===== src/rtl/m_mem_pkg.sv =====
// m_mem_pkg: shared definitions for the M-stage data-memory controller.
//   - M_op access opcodes (0 none, 1..8 loads/stores, 9..15 treated as none)
//   - controller FSM state encoding
//   - byte-enable constants
//   - helpers that classify opcodes and build byte enables / store data
package m_mem_pkg;

    localparam logic [3:0] OP_NONE = 4'd0;
    localparam logic [3:0] OP_LW   = 4'd1;
    localparam logic [3:0] OP_LH   = 4'd2;
    localparam logic [3:0] OP_LHU  = 4'd3;
    localparam logic [3:0] OP_LB   = 4'd4;
    localparam logic [3:0] OP_LBU  = 4'd5;
    localparam logic [3:0] OP_SW   = 4'd6;
    localparam logic [3:0] OP_SH   = 4'd7;
    localparam logic [3:0] OP_SB   = 4'd8;

    localparam logic [3:0] BE_NONE    = 4'b0000;
    localparam logic [3:0] BE_WORD    = 4'b1111;
    localparam logic [3:0] BE_HALF_LO = 4'b0011;
    localparam logic [3:0] BE_HALF_HI = 4'b1100;
    localparam logic [3:0] BE_BYTE0   = 4'b0001;

    typedef enum logic [1:0] {
        ST_IDLE = 2'd0,
        ST_REQ  = 2'd1,
        ST_DONE = 2'd2
    } state_e;

    function automatic logic is_access(input logic [3:0] op);
        return (op >= OP_LW) && (op <= OP_SB);
    endfunction

    function automatic logic is_load(input logic [3:0] op);
        return (op >= OP_LW) && (op <= OP_LBU);
    endfunction

    function automatic logic is_store(input logic [3:0] op);
        return (op >= OP_SW) && (op <= OP_SB);
    endfunction

    // Byte lanes touched by an access; loads use the same lane pattern as
    // the store of equal width.
    function automatic logic [3:0] access_be(input logic [3:0] op, input logic [1:0] a);
        logic [3:0] be;
        case (op)
            OP_LW, OP_SW:          be = BE_WORD;
            OP_LH, OP_LHU, OP_SH:  be = a[1] ? BE_HALF_HI : BE_HALF_LO;
            OP_LB, OP_LBU, OP_SB:  be = BE_BYTE0 << a;
            default:               be = BE_NONE;
        endcase
        return be;
    endfunction

    // Store data replicated across all lanes so the enabled lanes carry it.
    function automatic logic [31:0] store_wdata(input logic [3:0] op, input logic [31:0] d);
        logic [31:0] w;
        case (op)
            OP_SH:   w = {2{d[15:0]}};
            OP_SB:   w = {4{d[7:0]}};
            default: w = d;
        endcase
        return w;
    endfunction

    function automatic logic is_misaligned(input logic [3:0] op, input logic [1:0] a);
        logic m;
        case (op)
            OP_LW, OP_SW:         m = (a != 2'b00);
            OP_LH, OP_LHU, OP_SH: m = a[0];
            default:              m = 1'b0;
        endcase
        return m;
    endfunction

endpackage


===== src/rtl/m_dmem_ctrl_load_extender.sv =====
// load_extender: combinational load alignment and extension.
//   op     - M_op load opcode (LW/LH/LHU/LB/LBU; others pass the word through)
//   addr   - byte offset within the word
//   rdata  - raw word returned by memory
//   result - selected byte/half, sign- or zero-extended to 32 bits
module load_extender
    import m_mem_pkg::*;
(
    input  logic [3:0]  op,
    input  logic [1:0]  addr,
    input  logic [31:0] rdata,
    output logic [31:0] result
);

    logic [7:0]  byte_sel;
    logic [15:0] half_sel;

    always_comb begin
        case (addr)
            2'd0:    byte_sel = rdata[7:0];
            2'd1:    byte_sel = rdata[15:8];
            2'd2:    byte_sel = rdata[23:16];
            default: byte_sel = rdata[31:24];
        endcase
        half_sel = addr[1] ? rdata[31:16] : rdata[15:0];

        case (op)
            OP_LH:   result = {{16{half_sel[15]}}, half_sel};
            OP_LHU:  result = {16'h0000, half_sel};
            OP_LB:   result = {{24{byte_sel[7]}}, byte_sel};
            OP_LBU:  result = {24'h000000, byte_sel};
            default: result = rdata;
        endcase
    end

endmodule


===== src/rtl/m_dmem_ctrl.sv =====
// m_dmem_ctrl: M-stage data-memory controller.
// Turns a load/store in the M stage into a single request/acknowledge
// transaction on the memory side, stalling the pipeline until the ack
// arrives, then presents the aligned load result for one cycle.
//
// Ports:
//   clk, rst_n                 - clock, asynchronous active-low reset
//   M_valid, M_op, M_ans       - M-stage valid, access opcode, byte address
//   M_Rdata2, M_pc             - store data, PC of the M-stage instruction
//   mem_req/we/addr/wdata/be   - memory request side (addr word-aligned)
//   mem_ack, mem_rdata         - memory response side
//   M_stall                    - freezes PC/F/D/E/M registers
//   W_ld_data, W_ld_valid      - load result and its one-cycle strobe
//   M_exc, M_exc_pc            - misaligned-access report
//
// Build option: define M_DMEM_ALIGN_EXC_EN to trap misaligned word/half
// accesses instead of issuing them; otherwise the low address bits that
// would be misaligned are ignored and M_exc/M_exc_pc are tied to 0.
module m_dmem_ctrl
    import m_mem_pkg::*;
(
    input  logic        clk,
    input  logic        rst_n,
    input  logic        M_valid,
    input  logic [3:0]  M_op,
    input  logic [31:0] M_ans,
    input  logic [31:0] M_Rdata2,
    input  logic [31:0] M_pc,
    output logic        mem_req,
    output logic        mem_we,
    output logic [31:0] mem_addr,
    output logic [31:0] mem_wdata,
    output logic [3:0]  mem_be,
    input  logic        mem_ack,
    input  logic [31:0] mem_rdata,
    output logic        M_stall,
    output logic [31:0] W_ld_data,
    output logic        W_ld_valid,
    output logic        M_exc,
    output logic [31:0] M_exc_pc
);

    state_e      state, state_nxt;
    logic        access, misalign, start;
    logic [3:0]  op_q, be_q;
    logic [31:0] addr_q, wdata_q, ld_data_q, ext_result;

    assign access = M_valid && is_access(M_op);

`ifdef M_DMEM_ALIGN_EXC_EN
    assign misalign = access && is_misaligned(M_op, M_ans[1:0]);
`else
    assign misalign = 1'b0;
`endif

    assign start = access && !misalign;

    // State register
    always_ff @(posedge clk or negedge rst_n) begin
        if (!rst_n) begin
            state <= ST_IDLE;
        end else begin
            state <= state_nxt;
        end
    end

    // Next-state logic; ack is only looked at in REQ
    always_comb begin
        state_nxt = state;
        case (state)
            ST_IDLE: if (start) state_nxt = ST_REQ;
            ST_REQ:  if (mem_ack) state_nxt = ST_DONE;
            ST_DONE: state_nxt = ST_IDLE;
            default: state_nxt = ST_IDLE;
        endcase
    end

    // Outputs; the stall is gated with rst_n so it is forced low during reset
    // even though the IDLE term is combinational on the pipeline inputs.
    always_comb begin
        mem_req    = (state == ST_REQ);
        mem_we     = mem_req && is_store(op_q);
        mem_be     = mem_req ? be_q : BE_NONE;
        W_ld_valid = (state == ST_DONE) && is_load(op_q);
        M_stall    = 1'b0;
        if (rst_n) begin
            M_stall = ((state == ST_IDLE) && start) || (state == ST_REQ);
        end
    end

    assign mem_addr  = {addr_q[31:2], 2'b00};
    assign mem_wdata = wdata_q;
    assign W_ld_data = ld_data_q;

    load_extender u_load_extender (
        .op     (op_q),
        .addr   (addr_q[1:0]),
        .rdata  (mem_rdata),
        .result (ext_result)
    );

    // Access is captured on entry to REQ so the request stays stable even if
    // the M-stage inputs change (or M_valid drops) while waiting for ack.
    always_ff @(posedge clk or negedge rst_n) begin
        if (!rst_n) begin
            op_q      <= OP_NONE;
            be_q      <= BE_NONE;
            addr_q    <= '0;
            wdata_q   <= '0;
            ld_data_q <= '0;
        end else begin
            if ((state == ST_IDLE) && start) begin
                op_q    <= M_op;
                be_q    <= access_be(M_op, M_ans[1:0]);
                addr_q  <= M_ans;
                wdata_q <= store_wdata(M_op, M_Rdata2);
            end
            if ((state == ST_REQ) && mem_ack && is_load(op_q)) begin
                ld_data_q <= ext_result;
            end
        end
    end

`ifdef M_DMEM_ALIGN_EXC_EN
    logic        exc_q;
    logic [31:0] exc_pc_q;

    always_ff @(posedge clk or negedge rst_n) begin
        if (!rst_n) begin
            exc_q    <= 1'b0;
            exc_pc_q <= '0;
        end else begin
            exc_q    <= (state == ST_IDLE) && misalign;
            exc_pc_q <= ((state == ST_IDLE) && misalign) ? M_pc : '0;
        end
    end

    assign M_exc    = exc_q;
    assign M_exc_pc = exc_pc_q;
`else
    logic unused_pc;
    assign unused_pc = ^M_pc;
    assign M_exc     = 1'b0;
    assign M_exc_pc  = '0;
`endif

endmodule


===== config.mk =====
export PLATFORM = sky130hd
export DESIGN_NAME = m_dmem_ctrl
export DESIGN_NICKNAME = d
export VERILOG_FILES = /design/src/rtl/m_mem_pkg.sv /design/src/rtl/m_dmem_ctrl_load_extender.sv /design/src/rtl/m_dmem_ctrl.sv
export SDC_FILE = /design/constraint.sdc
export NUM_CORES = 1
export LEC_CHECK = 0
export CORE_MARGIN = 1.5
export CORE_UTILIZATION = 46
export DETAILED_ROUTE_END_ITERATION = 8
export PLACE_DENSITY = 0.87
export SLEW_MARGIN = 5
export SYNTH_ARGS = -nofsm -noshare
export SYNTH_HDL_FRONTEND = slang
export SYNTH_HIERARCHICAL = 1
export SYNTH_SLANG_ARGS = --single-unit

===== constraint.sdc =====
create_clock -name clk -period 3.24 [get_ports clk]
set_clock_uncertainty 0.15 [all_clocks]
set_input_delay 0.648 -clock clk [delete_from_list [all_inputs] [get_ports clk]]
set_output_delay 0.648 -clock clk [all_outputs]
set_load 0.1 [all_outputs]

==> key figures, run 1 <==
Clock tree
  – Clk_lat worst skew: 0.35 ns
  – CTS root buffer: clkbuf_16
  – Clk sinks: 106
  – Clk buf depth: 2
  – # Post-CTS Setup Buffers: 0
  – Post-CTS sizing: 0
  – Clk slew on worst S/H paths: 0.07 ns
  – CTS tree: yes
  – Hold-fix buffers, CTS: 0
  – CTS buffer count: 9
  – CTS H-Tree Depth: 3

Power and ir drop
  – Power, Total: between 8 and 9 mW
  – Sequential share of power: 23.9%
  – Peak VDD IR: 0.717 mV
  – Leakage power: 3.60 nW
  – Cell-internal power: 3.74 mW
  – Comb power frac: 64.5%
  – Pwr/cell area: 1100 nW/um^2
  – Net Sw Frac: 57.9%
  – NetSw: slightly above 5 mW
  – Clock share of power: 11.6%

Timing
  – Final hold vios: 0
  – Max Freq: 326 MHz
  – Final setup violation count: 0
  – RSZ-0062 raised after global routing: no
  – Fin Hold WS: 0.278 ns
  – Slew headroom: between 30% and 40%
  – PnR worst setup slack: 0.172 ns
  – Worst-margin pin slew: 1.00 ns
  – Final slew viol count: 0
  – Period utilization: between 90% and 100%
  – Min Tclk post-route: between 3 and 4 ns
  – Setup_tns: 0 ns

Critical path
  – CP max FO: 38
  – Setup Crit Path Kind: input port to primary output
  – Required time of the critical path: 2.44 ns
  – CP startpoint kind: input port
  – Data arrival, critical path: approximately 2.3 ns
  – Worst Setup SP: M_op[3]
  – Worst r2r src: addr_q[1]$_DFFE_PN0P_
  – Crit end category: primary output

Final layout
  – Post-route cell area: 8100 um^2
  – ANT cells: 0
  – Area delta synth->final: 31.2%
  – Final Util: 61.4%
  – Layout cells sized above 1: 29.7%
  – Non-Filler Instances: 919
  – Most common cell after layout, fill and taps aside: buf_4
  – Layout net count: just under 900
  – Most frequent cells in the layout: buf_4, dfrtp_1, clkdlybuf4s50_1

Route
  – Final WL: 17000 um
  – Via Count: 5181
  – Routed met2 length: 8300 um
  – Router iterations before antenna repair: 6
  – Drt initial violations: 563
  – Post-route ant nets: 0
  – DRC violations left: 0
  – Average wire per standard cell: roughly 18 um
  – Max Used Layer: met4
  – DRT met1 WL: 6890 um
  – WL met3: between 1000 and 1500 um
  – Vias per inst: 5.64

Yosys
  – Yosys cell types: 48
  – Yosys reg bits: 106
  – Gate Count Post-Synth: 576
  – Seq/Total Area, Yosys: 42.9%
  – Post-synth EDFFs: 0
  – Primary FF master, synth: dfrtp_1
  – Ys async rst share: 100%
  – Synth Area per Inst: about 11 um^2
  – Synth warn: 6
  – Mapped cell area: 6180 um^2

Hold path
  – Hold Crit Class: input port to asynchronous set/reset pin

Job
  – Max cap viols: 0

Floorplan
  – Initial Util: between 40% and 50%
  – I/O pin count: 273
  – Chip Height: 119 um
  – Die area: 14100 um^2
  – CORE AREA: approximately 13000 um^2
  – Row Count: 42
  – Die width: 119 um

Placed design
  – Pre-CTS setup slack: around 0.19 ns
  – Routability Congestion: 0.911
  – Port-buffer cells: just over 200
  – Hpwl dp: 12400 um
  – Placed Area: 7830 um^2
  – Inst Count DP: 903

Global routing
  – Global-route wire length before repair: 26700 um
  – Initial antenna violation count: 0
  – Pin count of the biggest net entering global routing: 80
  – Vias in the first global route: 5005
  – Tot GR Track Use: 23.7%
  – Total gr overflow: 0

Run status
  – Status: finished clean
## power groups by stage
stage          clock, mW  combinational [mW]  sequential, mW
2_1_floorplan          0                2.57            4.26
3_3_place_gp           0                5.67            2.11
3_5_place_dp           0                5.73            2.15
4_1_cts             1.05                5.73            2.13
5_1_grt             1.11                5.89            2.19
6_report            1.03                5.73            2.12
## cell usage after synthesis, types with 2 or more instances
master,number,share of area [%]
o221ai_1,16,2.3
nand3_1,34,2.8
a32oi_1,14,2.0
a31oi_1,8,0.81
o22a_1,11,1.6
o21ai_0,32,2.6
mux2_2,33,6.0
buf_2,15,1.2
nor3b_1,3,0.36
a221o_1,8,1.3
buf_1,3,0.18
mux2_4,40,9.7
clkbuf_1,15,0.91
and3_1,2,0.20
mux4_2,8,2.9
a22oi_1,11,1.3
a21oi_1,19,1.5
nand2_1,45,2.7
buf_6,7,1.3
o311ai_0,7,0.99
dfrtp_1,106,43
inv_1,10,0.61
buf_4,65,7.9
nor3_1,3,0.24
nor2b_1,4,0.41
and2_1,8,0.81
nor4bb_1,2,0.32
nor2_1,27,1.6
## sequential cells by signal, indices dropped and copies added, names as in the netlist
signal	count
W_ld_data	32
addr_q	32
mem_wdata	32
be_q	4
op_q	4
state	2
## layout make-up
type / count / area, um^2
fillers: 1063 / 5090
flip-flops and latches: 106 / 2650
inverters: 11 / 41.3
well taps: 176 / 220
clock inverters: 4 / 26.3
clock buffers: 12 / 246
multi-input cells: 387 / 2920
repair buffers: 223 / 1990
## cell families after synthesis
| logic type | count (synthesis) | synth area share, % |
|---|---|---|
| compound gates | 132 | 15.2 |
| xor+xnor | 1 | 0.142 |
| flops | 106 | 42.9 |
| buf+inv | 117 | 12.2 |
| other cells | 1 | 0.0607 |
| mux | 81 | 18.7 |
| simple gates | 138 | 10.8 |
## per-layer routing
| layer | GRT usage (%) | vias up |
|---|---|---|
| li1 | - | 2347 |
| met1 | 32.5 | 2519 |
| met5 | 0 | - |
| met4 | 9.41 | 0 |
| met3 | 3.93 | 39 |
| met2 | 37.9 | 276 |
## worst paths after layout
kind	cells after the start	slack, ns	end
max in group asynchronous	2	2.14	W_ld_data[13]$_DFFE_PN0P_
hold / removal	2	0.28	mem_wdata[19]$_DFFE_PN0P_
setup reg to reg	4	0.91	W_ld_data[31]$_DFFE_PN0P_
hold reg to reg	1	0.35	be_q[2]$_DFFE_PN0P_
min in group clk	1	0.35	be_q[2]$_DFFE_PN0P_
setup / recovery	6	0.17	M_stall
## critical path: stages
cell	delay (ns)
clkdlybuf4s50_1	0.48
buf_4	0.35
o31ai_1	0.18
and3_4	0.22
o21a_1	0.21
buf_12	0.17
No activity file was read; power rests on OpenSTA's default activity.
==> run 2: changes to the inputs <==
--- a/config.mk
+++ b/config.mk
@@ -5,6 +5,7 @@
 export SDC_FILE = /design/constraint.sdc
 export NUM_CORES = 1
 export LEC_CHECK = 0
+export CAP_MARGIN = 10
 export CORE_MARGIN = 1.5
 export CORE_UTILIZATION = 46
 export DETAILED_ROUTE_END_ITERATION = 8
==> results of run 2 <==
The final DEF is identical to that of run 1; final timing and power are the same.
